**config.mk**
```make
export PLATFORM = sky130hd
export DESIGN_NAME = booth_mult_seq
export DESIGN_NICKNAME = d
export VERILOG_FILES = /design/src/rtl/booth_mult_seq.sv
export SDC_FILE = /design/constraint.sdc
export NUM_CORES = 1
export LEC_CHECK = 0
export ABC_AREA = 0
export CAP_MARGIN = 20
export CORE_MARGIN = 2
export CORE_UTILIZATION = 30
export CTS_BUF_LIST = sky130_fd_sc_hd__clkbuf_16
export CTS_CLUSTER_SIZE = 10
export DETAILED_ROUTE_END_ITERATION = 12
export PLACE_DENSITY = 0.61
export REMOVE_ABC_BUFFERS = 1
export SETUP_SLACK_MARGIN = 0.15
export SYNTH_ARGS = -nofsm -noshare
export SYNTH_HDL_FRONTEND = slang
export SYNTH_SLANG_ARGS = --single-unit
```
**constraint.sdc**
```tcl
create_clock -name clk -period 2.45 [get_ports clk]
set_input_delay 0.735 -clock clk [delete_from_list [all_inputs] [get_ports clk]]
set_output_delay 0.735 -clock clk [all_outputs]
set_load 0.1 [all_outputs]
```
**src/rtl/booth_mult_seq.sv**
```systemverilog
// booth_mult_seq: iterative signed Booth multiplier with start/ready/done handshake.
// Computes one WIDTH x WIDTH two's-complement product over ITER cycles and holds it.
// Compile-time option: define BOOTH_RADIX4_EN for modified-Booth (radix-4) recoding,
// which halves ITER to WIDTH/2 (WIDTH must then be even). Default build is radix-2.
module booth_mult_seq #(
    parameter int WIDTH = 8
) (
    input  logic                 clk,
    input  logic                 rst,
    input  logic                 start,
    input  logic [WIDTH-1:0]     multiplicand,
    input  logic [WIDTH-1:0]     multiplier,
    output logic                 ready,
    output logic                 busy,
    output logic                 done,
    output logic [2*WIDTH-1:0]   product
);

    // Accumulator carries two guard bits so that +/-2M and every partial sum fit.
    localparam int AW   = WIDTH + 2;
`ifdef BOOTH_RADIX4_EN
    localparam int ITER = WIDTH / 2;
`else
    localparam int ITER = WIDTH;
`endif
    localparam int CW   = (ITER > 2) ? $clog2(ITER) : 1;

    typedef enum logic [0:0] {
        IDLE = 1'b0,
        RUN  = 1'b1
    } state_t;

    state_t               state_q, state_d;
    logic [AW-1:0]        m_q, m_d;
    logic [AW-1:0]        acc_q, acc_d;
    logic [WIDTH-1:0]     q_q, q_d;
    logic                 qm1_q, qm1_d;
    logic [CW-1:0]        cnt_q, cnt_d;
    logic [2*WIDTH-1:0]   product_q, product_d;
    logic                 done_q, done_d;

    logic [AW-1:0]        addend_s;
    logic [AW-1:0]        sum_s;
    logic [AW-1:0]        acc_sh_s;
    logic [WIDTH-1:0]     q_sh_s;
    logic                 qm1_sh_s;

    // One Booth step: recode the low multiplier bits, add, then arithmetic shift {acc, Q, q-1}.
    always_comb begin
        addend_s = {AW{1'b0}};
`ifdef BOOTH_RADIX4_EN
        case ({q_q[1], q_q[0], qm1_q})
            3'b001, 3'b010: addend_s = m_q;
            3'b011:         addend_s = m_q << 1;
            3'b100:         addend_s = {AW{1'b0}} - (m_q << 1);
            3'b101, 3'b110: addend_s = {AW{1'b0}} - m_q;
            default:        addend_s = {AW{1'b0}};
        endcase
        sum_s    = acc_q + addend_s;
        acc_sh_s = {{2{sum_s[AW-1]}}, sum_s[AW-1:2]};
        q_sh_s   = {sum_s[1:0], q_q[WIDTH-1:2]};
        qm1_sh_s = q_q[1];
`else
        case ({q_q[0], qm1_q})
            2'b01:   addend_s = m_q;
            2'b10:   addend_s = {AW{1'b0}} - m_q;
            default: addend_s = {AW{1'b0}};
        endcase
        sum_s    = acc_q + addend_s;
        acc_sh_s = {sum_s[AW-1], sum_s[AW-1:1]};
        q_sh_s   = {sum_s[0], q_q[WIDTH-1:1]};
        qm1_sh_s = q_q[0];
`endif
    end

    // Next-state and datapath control: accept in IDLE, iterate in RUN, publish on the last step.
    always_comb begin
        state_d   = state_q;
        m_d       = m_q;
        acc_d     = acc_q;
        q_d       = q_q;
        qm1_d     = qm1_q;
        cnt_d     = cnt_q;
        product_d = product_q;
        done_d    = 1'b0;
        case (state_q)
            IDLE: begin
                if (start) begin
                    state_d = RUN;
                    m_d     = {{2{multiplicand[WIDTH-1]}}, multiplicand};
                    acc_d   = {AW{1'b0}};
                    q_d     = multiplier;
                    qm1_d   = 1'b0;
                    cnt_d   = {CW{1'b0}};
                end else begin
                    state_d = IDLE;
                end
            end
            RUN: begin
                acc_d = acc_sh_s;
                q_d   = q_sh_s;
                qm1_d = qm1_sh_s;
                if (cnt_q == CW'(ITER - 1)) begin
                    state_d   = IDLE;
                    product_d = {acc_sh_s[WIDTH-1:0], q_sh_s};
                    done_d    = 1'b1;
                    cnt_d     = {CW{1'b0}};
                end else begin
                    state_d = RUN;
                    cnt_d   = cnt_q + CW'(1);
                end
            end
            default: begin
                state_d = IDLE;
            end
        endcase
    end

    // State and datapath registers; reset discards any in-flight operation at once.
    always_ff @(posedge clk or posedge rst) begin
        if (rst) begin
            state_q   <= IDLE;
            m_q       <= {AW{1'b0}};
            acc_q     <= {AW{1'b0}};
            q_q       <= {WIDTH{1'b0}};
            qm1_q     <= 1'b0;
            cnt_q     <= {CW{1'b0}};
            product_q <= {(2*WIDTH){1'b0}};
            done_q    <= 1'b0;
        end else begin
            state_q   <= state_d;
            m_q       <= m_d;
            acc_q     <= acc_d;
            q_q       <= q_d;
            qm1_q     <= qm1_d;
            cnt_q     <= cnt_d;
            product_q <= product_d;
            done_q    <= done_d;
        end
    end

    // Outputs are direct decodes of registered state, so they are glitch-free.
    assign ready   = (state_q == IDLE);
    assign busy    = (state_q == RUN);
    assign done    = done_q;
    assign product = product_q;

endmodule

```
Yosys cells after proc, flatten, opt, wreduce, memory -nomap -nowiden

Cells that the tools add are included.

Bits in registers: 48
Bits of input ports: 19
Output and inout port bits: 19
Word-level logic and storage cells: 33

Add/subtract/negate cells: 3
Eq/ne operators: 4
Mux-type cells: 15
Bitwise logic cells: 1
Reductions and logical operators: 2

Operators by type and width:

| kind                | count |
|---|---|
| $pmux 10 s2         | 2 |
| $pmux 8 s2          | 1 |
| $add 10x10->10      | 1 |
| $mux 10             | 1 |
| $sub 1x8->9 const A | 1 |
| $mux 8              | 1 |
| $mux 3              | 2 |
| $pmux 3 s2          | 1 |
| $mux 1              | 5 |
| $pmux 1 s2          | 2 |
| $reduce_and 2->1    | 2 |
| $add 3x1->3 const B | 1 |
| $eq 3x3->1 const B  | 1 |
| $eq 2x1->1 const B  | 1 |
| $eq 2x2->1 const B  | 1 |
| $ne 2x2->1 const B  | 1 |
| $not 1->1           | 1 |

Depth between registers and ports, before layout

Gate-level depths: netlist (run 1).

Depth in word-level cells: 4
Mapped depth: 12
Gate-level depth less buffers: 11

Worst setup path after synthesis (run 1)

OpenSTA, ideal clock, no wires.

Kind: register to output
From: register state_q, in the netlist busy
To: output port ready
Arrival time: 1.987 ns
Required time: 1.715 ns
Slack: -0.272 ns
Cell stages (with the launch flop): 3
Path buffers: 1
Path through: dfrtp_1 inv_1 clkbuf_1

Longest elaborated chain between the ends: 1

RTL lines:

| element                    | line | text |
|---|---|---|
| start: declaration         | 33   | `state_t state_q, state_d;` |
| start signal: assignment   | 131  | `state_q <= state_d;` |
| $not 1->1 (no source line) | -    |  |
| end: declaration           | 13   | `output logic ready,` |

No other way between the ends.

Final worst setup path (run 1)

From: register m_q[1]
To: register acc_q[7]

Longest elaborated chain between the ends: 4

RTL lines:

| element                  | line | text |
|---|---|---|
| start: declaration       | 34   | `logic [AW-1:0] m_q, m_d;` |
| start signal: assignment | 123  | `m_q <= {AW{1'b0}};` |
| start signal: assignment | 132  | `m_q <= m_d;` |
| $sub 1x8->9              | 66   | `2'b10: addend_s = {AW{1'b0}} - m_q;` |
| $pmux 10 s2 (*)          | 64   | `case ({q_q[0], qm1_q})` |
| $add 10x10->10 (*)       | 69   | `sum_s = acc_q + addend_s;` |
| $pmux 10 s2 (*)          | 86   | `case (state_q)` |
| end signal: assignment   | 124  | `acc_q <= {AW{1'b0}};` |
| end: declaration         | 35   | `logic [AW-1:0] acc_q, acc_d;` |

Mark *: on every way between the ends. The rest lies on a longest branch, timed or not.
A chain may end at the register's enable or synchronous reset.

==> flow_summary.toml, run 1 <==
[finish]
layout-drive-gt1-share = 0.378
finished_layout_cells = 420
layout.nets = 348
antennaDiodeCount = 0
leading_cell_type_in_the_layout_fill_and_taps_excluded = "buf_4"
most-common-layout-cells = "50 x buf_4, 47 x dfrtp_1, 39 x nand2_1"
area_growth_syn_to_layout_pct = 45.9

[synth]
number_of_enable_type_register_cells_in_the_synthesized_netlist = 0
synth_top_family_by_area = "compound AO/OA/AOI/OAI gates"
adder_cell_share_of_the_synthesized_area = 0.0785
yosys_most_used_dff = "dfrtp_1"
synth-async-reset-ratio = 1.00
yosys_warnings = 0
synth_xor_area_frac = 0.0211
synthesis.area_per_instance_um2 = 10.0
ys_ff_latch = 47
number_of_distinct_library_cells_after_synthesis = 39
synth_simple_gate_area_share = 0.130
netlist_area_mm2 = 0.00249
synth.area.mux_share = 0.100
seq_area_frac_synth = 0.473
synth_cells = 248
compound_gate_fraction_of_synth_area = 0.156

[global_route]
global_route.overflow_total = 0
grt_usage = 0.134
maximum_number_of_pins_on_one_net_before_global_route_repair = 48
wire_length_of_the_first_global_routing_pass_um = 9610
first_global_vias = 2099
grt_antenna_before_repair = 0

[clocking]
number_of_buffers_on_the_longest_clock_path = 2
clockRootBuffer = "clkbuf_16"
tritoncts = "yes"
clk_pin_slew_worst_paths_ns = 0.06
cts.sink_count = 47
clkLatencyLatePin_ns = 0.29
cts_max_level = 2
cts-buffers-inserted = 5

[floorplan]
die_w_um = 95.0
die_height_um = 95.0
floorplan.core_area_mm2 = 0.00813
io-pin-count = 38
initial_utilization = 0.306
die-area_mm2 = 0.00903
fp-row-count = 33

[job]
drv_cap = 0

[status]
run_status = "finished, final reports clean"

[placed_design]
globalplace.congestion = 0.847
place_hpwl_um = 3800
numPlacedInstances = 403
numPortBuffers = 37

[worst_setup_path]
cp_common_cell = "buf_4"
timing.critical_path.arrival_ns = 2.64
cpPeakStageDelay_ns = 0.38
worst_setup_path_start_kind = "flip-flop"
critPathSlowestCell = "dfrtp_1"
timing.rr.start = "m_q[1]"
critical_path_peak_fanout = 3
ff_to_ff_setup_slack_ns = 0.007
ff2ff_path_depth = 12
worstPathRequired_ns = 2.65
timing.critical_path.cells = "buf_4 -> nor3_2 -> buf_4 -> buf_4 -> nand3_1 -> xnor2_1 -> o22ai_2 -> ha_1 -> nand2_2 -> a211o_1 -> and3_4 -> o31ai_2"
crit_family = "compound AO/OA/AOI/OAI gates"
worst-path-buf-inv = 3
crit_type = "reg2reg"
r2r-end = "acc_q[7]"
critical_path.endpoint_type = "flip-flop"

[drt]
dr.pass1.iters = 4
wire_per_inst_um = 13.6
ant_nets = 0
detail_route.vias_per_cell = 4.87
drt_drc_violations_left = 0
dr_total_vias = 2045
drt_first_iter_violations = 93
routed_wirelength_um = 5720

[timing]
setup_total_negative_slack_ns = 0
setup_violations = 0
skew_ns = 0.00284
hold_violations = 0
max_freq_mhz = 409
final_period_minus_worst_setup_slack_ns = 2.44
worst_slew_pin_slew_ns = 0.574
rsz0062_at_grt = "true"
post-route-period-util = 0.997
max_slew_violation_count = 0
slew_headroom = 0.617

[hold_path]
worstHoldEndpoint = "product[13]"
hold_path_startpoint = "product[13]"
worstHoldPathCells = 2
kind_of_path_behind_the_tightest_hold_check = "reg2reg"
final cells by class:
cell class	instances	area [µm²]
fillers	765	4510
multi-input cells	175	1480
flip-flops and latches	47	1180
repair buffers	71	616
well taps	105	131
clock buffers	5	125
inverters	14	52.6
clock inverters	3	43.8
worst max-delay path by stage:
stage / slack [ns] / end / startpoint / depth (start not counted)
global placement: -0.08 / acc_q[7] / q_q[0] / 10
CTS: 0.05 / acc_q[6] / m_q[1] / 12
detailed placement: -0.12 / acc_q[8] / m_q[0] / 12
finish: 0.007 / acc_q[7] / m_q[1] / 12
global route: -0.15 / acc_q[6] / m_q[0] / 11
floorplan: -0.53 / ready / busy / 1
layer usage:
metal	global-route usage	vias to the layer above	share of wire
met1	0.169	993	0.44
li1	-	1004	-
met4	0.0447	0	0.017
met5	0	-	0
met3	0.0269	10	0.046
met2	0.231	38	0.50
synth_stat cells (all sizes together), types with 4 or more instances:
master	number	area [µm²]
a21oi	11	55.1
and3	4	30.0
clkbuf	9	33.8
dfrtp	47	1180
ha	14	175
inv	14	52.6
mux2	15	169
mux2i	8	80.1
nand2	40	150
nor2	9	33.8
o21ai	19	95.1
o31ai	9	67.6
xnor2	4	35.0
worst reg2reg max path, stage by stage (launching register included):
cell	delay (ns)
dfrtp_1	0.38
buf_4	0.14
nor3_2	0.15
buf_4	0.14
buf_4	0.10
nand3_1	0.07
xnor2_1	0.19
o22ai_2	0.09
ha_1	0.34
nand2_2	0.08
a211o_1	0.32
and3_4	0.19
o31ai_2	0.16
what timing repair did:
item,4_1_cts,5_1_grt
buffers inserted,6,3
pin swaps,8,18
hold buffers,0,0
resized for setup,25,29
setup endpoints to repair,12,13
registers in the layout, summed over array words and instances (netlist names):
signal / cells
product: 16
acc_q: 9
qm1_q: 1
busy: 1
q_q: 8
done: 1
cnt_q: 3
m_q: 8
metrics by stage:
| stage | util | instance area [µm²] | hold WS (ns) | setup slack [ns] |
|---|---|---|---|---|
| 3_3_place_gp | 0.383 | 3120 | 0.473 | -0.0816 |
| 5_1_grt | 0.446 | 3630 | 0.515 | -0.152 |
| 3_5_place_dp | 0.383 | 3120 | 0.474 | -0.115 |
| 4_1_cts | 0.423 | 3440 | 0.488 | 0.0516 |
| 2_1_floorplan | - | 2440 | 0.455 | -0.534 |
| 6_report | 0.446 | 3630 | 0.488 | 0.00737 |
cell families (layout without fill, tap and decap cells):
kind of cell / count (synthesis) / in the layout
buffers and inverters: 26 / 93
AND/OR/NAND/NOR: 70 / 70
flip-flops: 47 / 47
XOR/XNOR: 6 / 6
multiplexers: 23 / 23
adder cells (fa/ha/maj): 15 / 15
AO/OA/AOI/OAI: 61 / 61
Power of run 1 is left out: the tool's default activity adds up to more than one toggle a clock period on the data nets, which glitch-free logic cannot reach.
==> run 2, diff against run 1 <==
--- a/config.mk
+++ b/config.mk
@@ -12,6 +12,7 @@
 export CTS_BUF_LIST = sky130_fd_sc_hd__clkbuf_16
 export CTS_CLUSTER_SIZE = 10
 export DETAILED_ROUTE_END_ITERATION = 12
+export HOLD_SLACK_MARGIN = 0.08
 export PLACE_DENSITY = 0.61
 export REMOVE_ABC_BUFFERS = 1
 export SETUP_SLACK_MARGIN = 0.15
==> results of run 2 <==
Same layout as run 1: the final DEF is identical, and so are final timing and power.
Power of run 2 is left out for the same reason.
==> run 3, diff against run 2 <==
--- a/config.mk
+++ b/config.mk
@@ -5,7 +5,7 @@
 export SDC_FILE = /design/constraint.sdc
 export NUM_CORES = 1
 export LEC_CHECK = 0
-export ABC_AREA = 0
+export ABC_AREA = 1
 export CAP_MARGIN = 20
 export CORE_MARGIN = 2
 export CORE_UTILIZATION = 30
==> run 3 against run 2 <==
Against the previous run:
- die area up 1.2%
- via count rose by 4.9%
- sequential cell count is the same
- global-route usage up 0.16 points
- first-iteration DRC count down 4.3%
- largest cell class unchanged
==> flow_summary.toml, run 3 <==
[status]
run_status = "finished, final reports clean"

[synth]
most_frequently_used_cell_type_in_the_post_synthesis_netlist = "nand2_1"
synth_top_cell_by_area = "dfrtp_1"
synth_simple_gate_area_share = 0.243
number_of_enable_type_register_cells_in_the_synthesized_netlist = 0
compound_gate_fraction_of_synth_area = 0.132
synth_commonest_cells = "99 x nand2_1, 47 x dfrtp_1, 30 x inv_1"
synthDominantCellAreaShare = 0.467
yosys_most_used_dff = "dfrtp_1"
synth-async-reset-ratio = 1.00
synthesis.area_per_instance_um2 = 8.31
synthTopCellsByArea = "dfrtp_1 47%, nand2_1 15%, ha_1 7.0%, inv_1 4.5%, nand3_1 4.2%"
number_of_distinct_library_cells_after_synthesis = 33
yosys_warnings = 0
ys_ff_latch = 47
netlist_area_mm2 = 0.00252
synth.area.mux_share = 0
seq_area_frac_synth = 0.467
adder_cell_share_of_the_synthesized_area = 0.0775
synth_top_family_by_area = "simple AND/OR/NAND/NOR gates"
synth_xor_area_frac = 0.00695
synth_cells = 303

[worst_setup_path]
critical_path.endpoint_type = "flip-flop"
worstPathRequired_ns = 2.63
r2r-end = "product[11]"
critical_path_peak_fanout = 3
worst_setup_path_start_kind = "flip-flop"
timing.rr.start = "q_q[0]"
cpPeakStageDelay_ns = 0.42
crit_type = "reg2reg"
critPathSlowestCell = "dfrtp_1"
ff2ff_path_depth = 11
ff_to_ff_setup_slack_ns = 0.17
timing.critical_path.arrival_ns = 2.46
timing.critical_path.cells = "inv_2 -> ha_4 -> a211oi_2 -> ha_2 -> inv_2 -> fa_2 -> o21ai_4 -> buf_4 -> nand2_1 -> nand3_1 -> nand2_1"

[finish]
area_growth_syn_to_layout_pct = 33.5
leading_cell_type_in_the_layout_fill_and_taps_excluded = "nand2_1"
most-common-layout-cells = "93 x nand2_1, 47 x dfrtp_1, 35 x buf_4"
finish.instance_area_mm2 = 0.00336
layout-drive-gt1-share = 0.242
layout.core_utilization = 0.411
layout.nets = 392
antennaDiodeCount = 0
fillers = 847
largest_register_ff_count = 16

[floorplan]
die-area_mm2 = 0.00914
die_height_um = 95.6
initial_utilization = 0.308
floorplan.core_area_mm2 = 0.00818
die_w_um = 95.6
io-pin-count = 38
fp-row-count = 33

[drt]
ant_nets = 0
drt_drc_violations_left = 0
routed_wirelength_um = 5650
dr_total_vias = 2145
detail_route.vias_per_cell = 4.62
wire_per_inst_um = 12.2
dr.pass1.iters = 4
drt_first_iter_violations = 89

[timing]
setup_violations = 0
hold_violations = 0
holdWs_ns = 0.477
worst_slew_pin_slew_ns = 0.395
final_period_minus_worst_setup_slack_ns = 2.28
skew_ns = 0.00460
post-route-period-util = 0.931
max_freq_mhz = 438
slew_headroom = 0.736
max_slew_violation_count = 0
rsz0062_at_grt = "true"

[hold_path]
kind_of_path_behind_the_tightest_hold_check = "reg2reg"
hold_path_startpoint = "product[13]"
worstHoldEndpoint = "product[13]"
worstHoldPathCells = 2

[job]
drv_cap = 0

[clocking]
clk_pin_slew_worst_paths_ns = 0.06
number_of_buffers_on_the_longest_clock_path = 2
ctsHoldBuffers = 0
cts-buffers-inserted = 5
tritoncts = "yes"
cts.sink_count = 47
clockRootBuffer = "clkbuf_16"
cts_max_level = 2
clkLatencyLatePin_ns = 0.29

[placed_design]
globalplace.congestion = 0.862
place_area_mm2 = 0.00300
numPortBuffers = 37
place_hpwl_um = 4080

[global_route]
wire_length_of_the_first_global_routing_pass_um = 9780
maximum_number_of_pins_on_one_net_before_global_route_repair = 31
grt_antenna_before_repair = 0
global_route.overflow_total = 0
first_global_vias = 2177
grt_usage = 0.136
run 3: cell count changes after synthesis, moves of 8 or more:
| cell | change |
|---|---|
| nand2_1 | +59 |
| clkbuf_1 | -8 |
| mux2i_1 | -8 |
| inv_1 | +16 |
| o221ai_1 | +8 |
| nand3_1 | +20 |
| mux2_2 | -15 |
run 3: logic make-up after synthesis:
kind of cell               Yosys count
AOI/OAI and AO/OA                   55
xor gates and xnor gates             2
adders and majority gates           15
buffers and inverters               43
DFF                                 47
and+or+nand+nor                    141
run 3: worst max path at each step:
stage                start          end  slack [ns]
CTS                  qm1_q  product[11]        0.12
global placement    q_q[0]  product[15]        0.13
floorplan             busy       q_q[7]       -0.38
finish              q_q[0]  product[11]        0.17
global route        q_q[0]     acc_q[7]        0.02
detailed placement  q_q[0]  product[15]        0.08
run 3: layer usage:
layer,GRT usage,vias to the layer above,part of all wire
met5,0,-,0
met4,0.0488,0,0.013
met3,0.0292,5,0.032
met2,0.215,30,0.48
met1,0.184,1003,0.48
li1,-,1107,-
run 3: cell type report:
| cell class | instances | area [µm²] | area share |
|---|---|---|---|
| Tap cell | 105 | 131 | 0.0391 |
| Timing Repair Buffer | 56 | 503 | 0.150 |
| Sequential cell | 47 | 1180 | 0.350 |
| Inverter | 35 | 131 | 0.0391 |
| Multi-Input combinational cell | 213 | 1280 | 0.381 |
| Clock inverter | 3 | 16.3 | 0.00484 |
| Clock buffer | 5 | 125 | 0.0372 |
run 3: through the flow:
stage                     worst slack, ns  TNS [ns]  std cells
after floorplan                    -0.376     -5.73        295
after global placement              0.126         0        443
after detailed placement           0.0796         0        443
after CTS                           0.121         0        453
after global routing               0.0220         0        464
final                               0.168         0        464
run 3: timing repair:
action,in CTS,in global routing
buffers inserted,2,11
pin swaps,3,20
gates resized for setup,4,30
cloned,0,0
setup endpoints to repair,7,15
run 3: worst max-delay path: cells and delay by family, from the launching register on:
kind	cells	cell delay, ns
buf+inv	3	0.29
flops	1	0.42
compound gates	2	0.43
fa+ha+maj	3	0.85
simple gates	3	0.19
Power of run 3 is left out for the same reason.
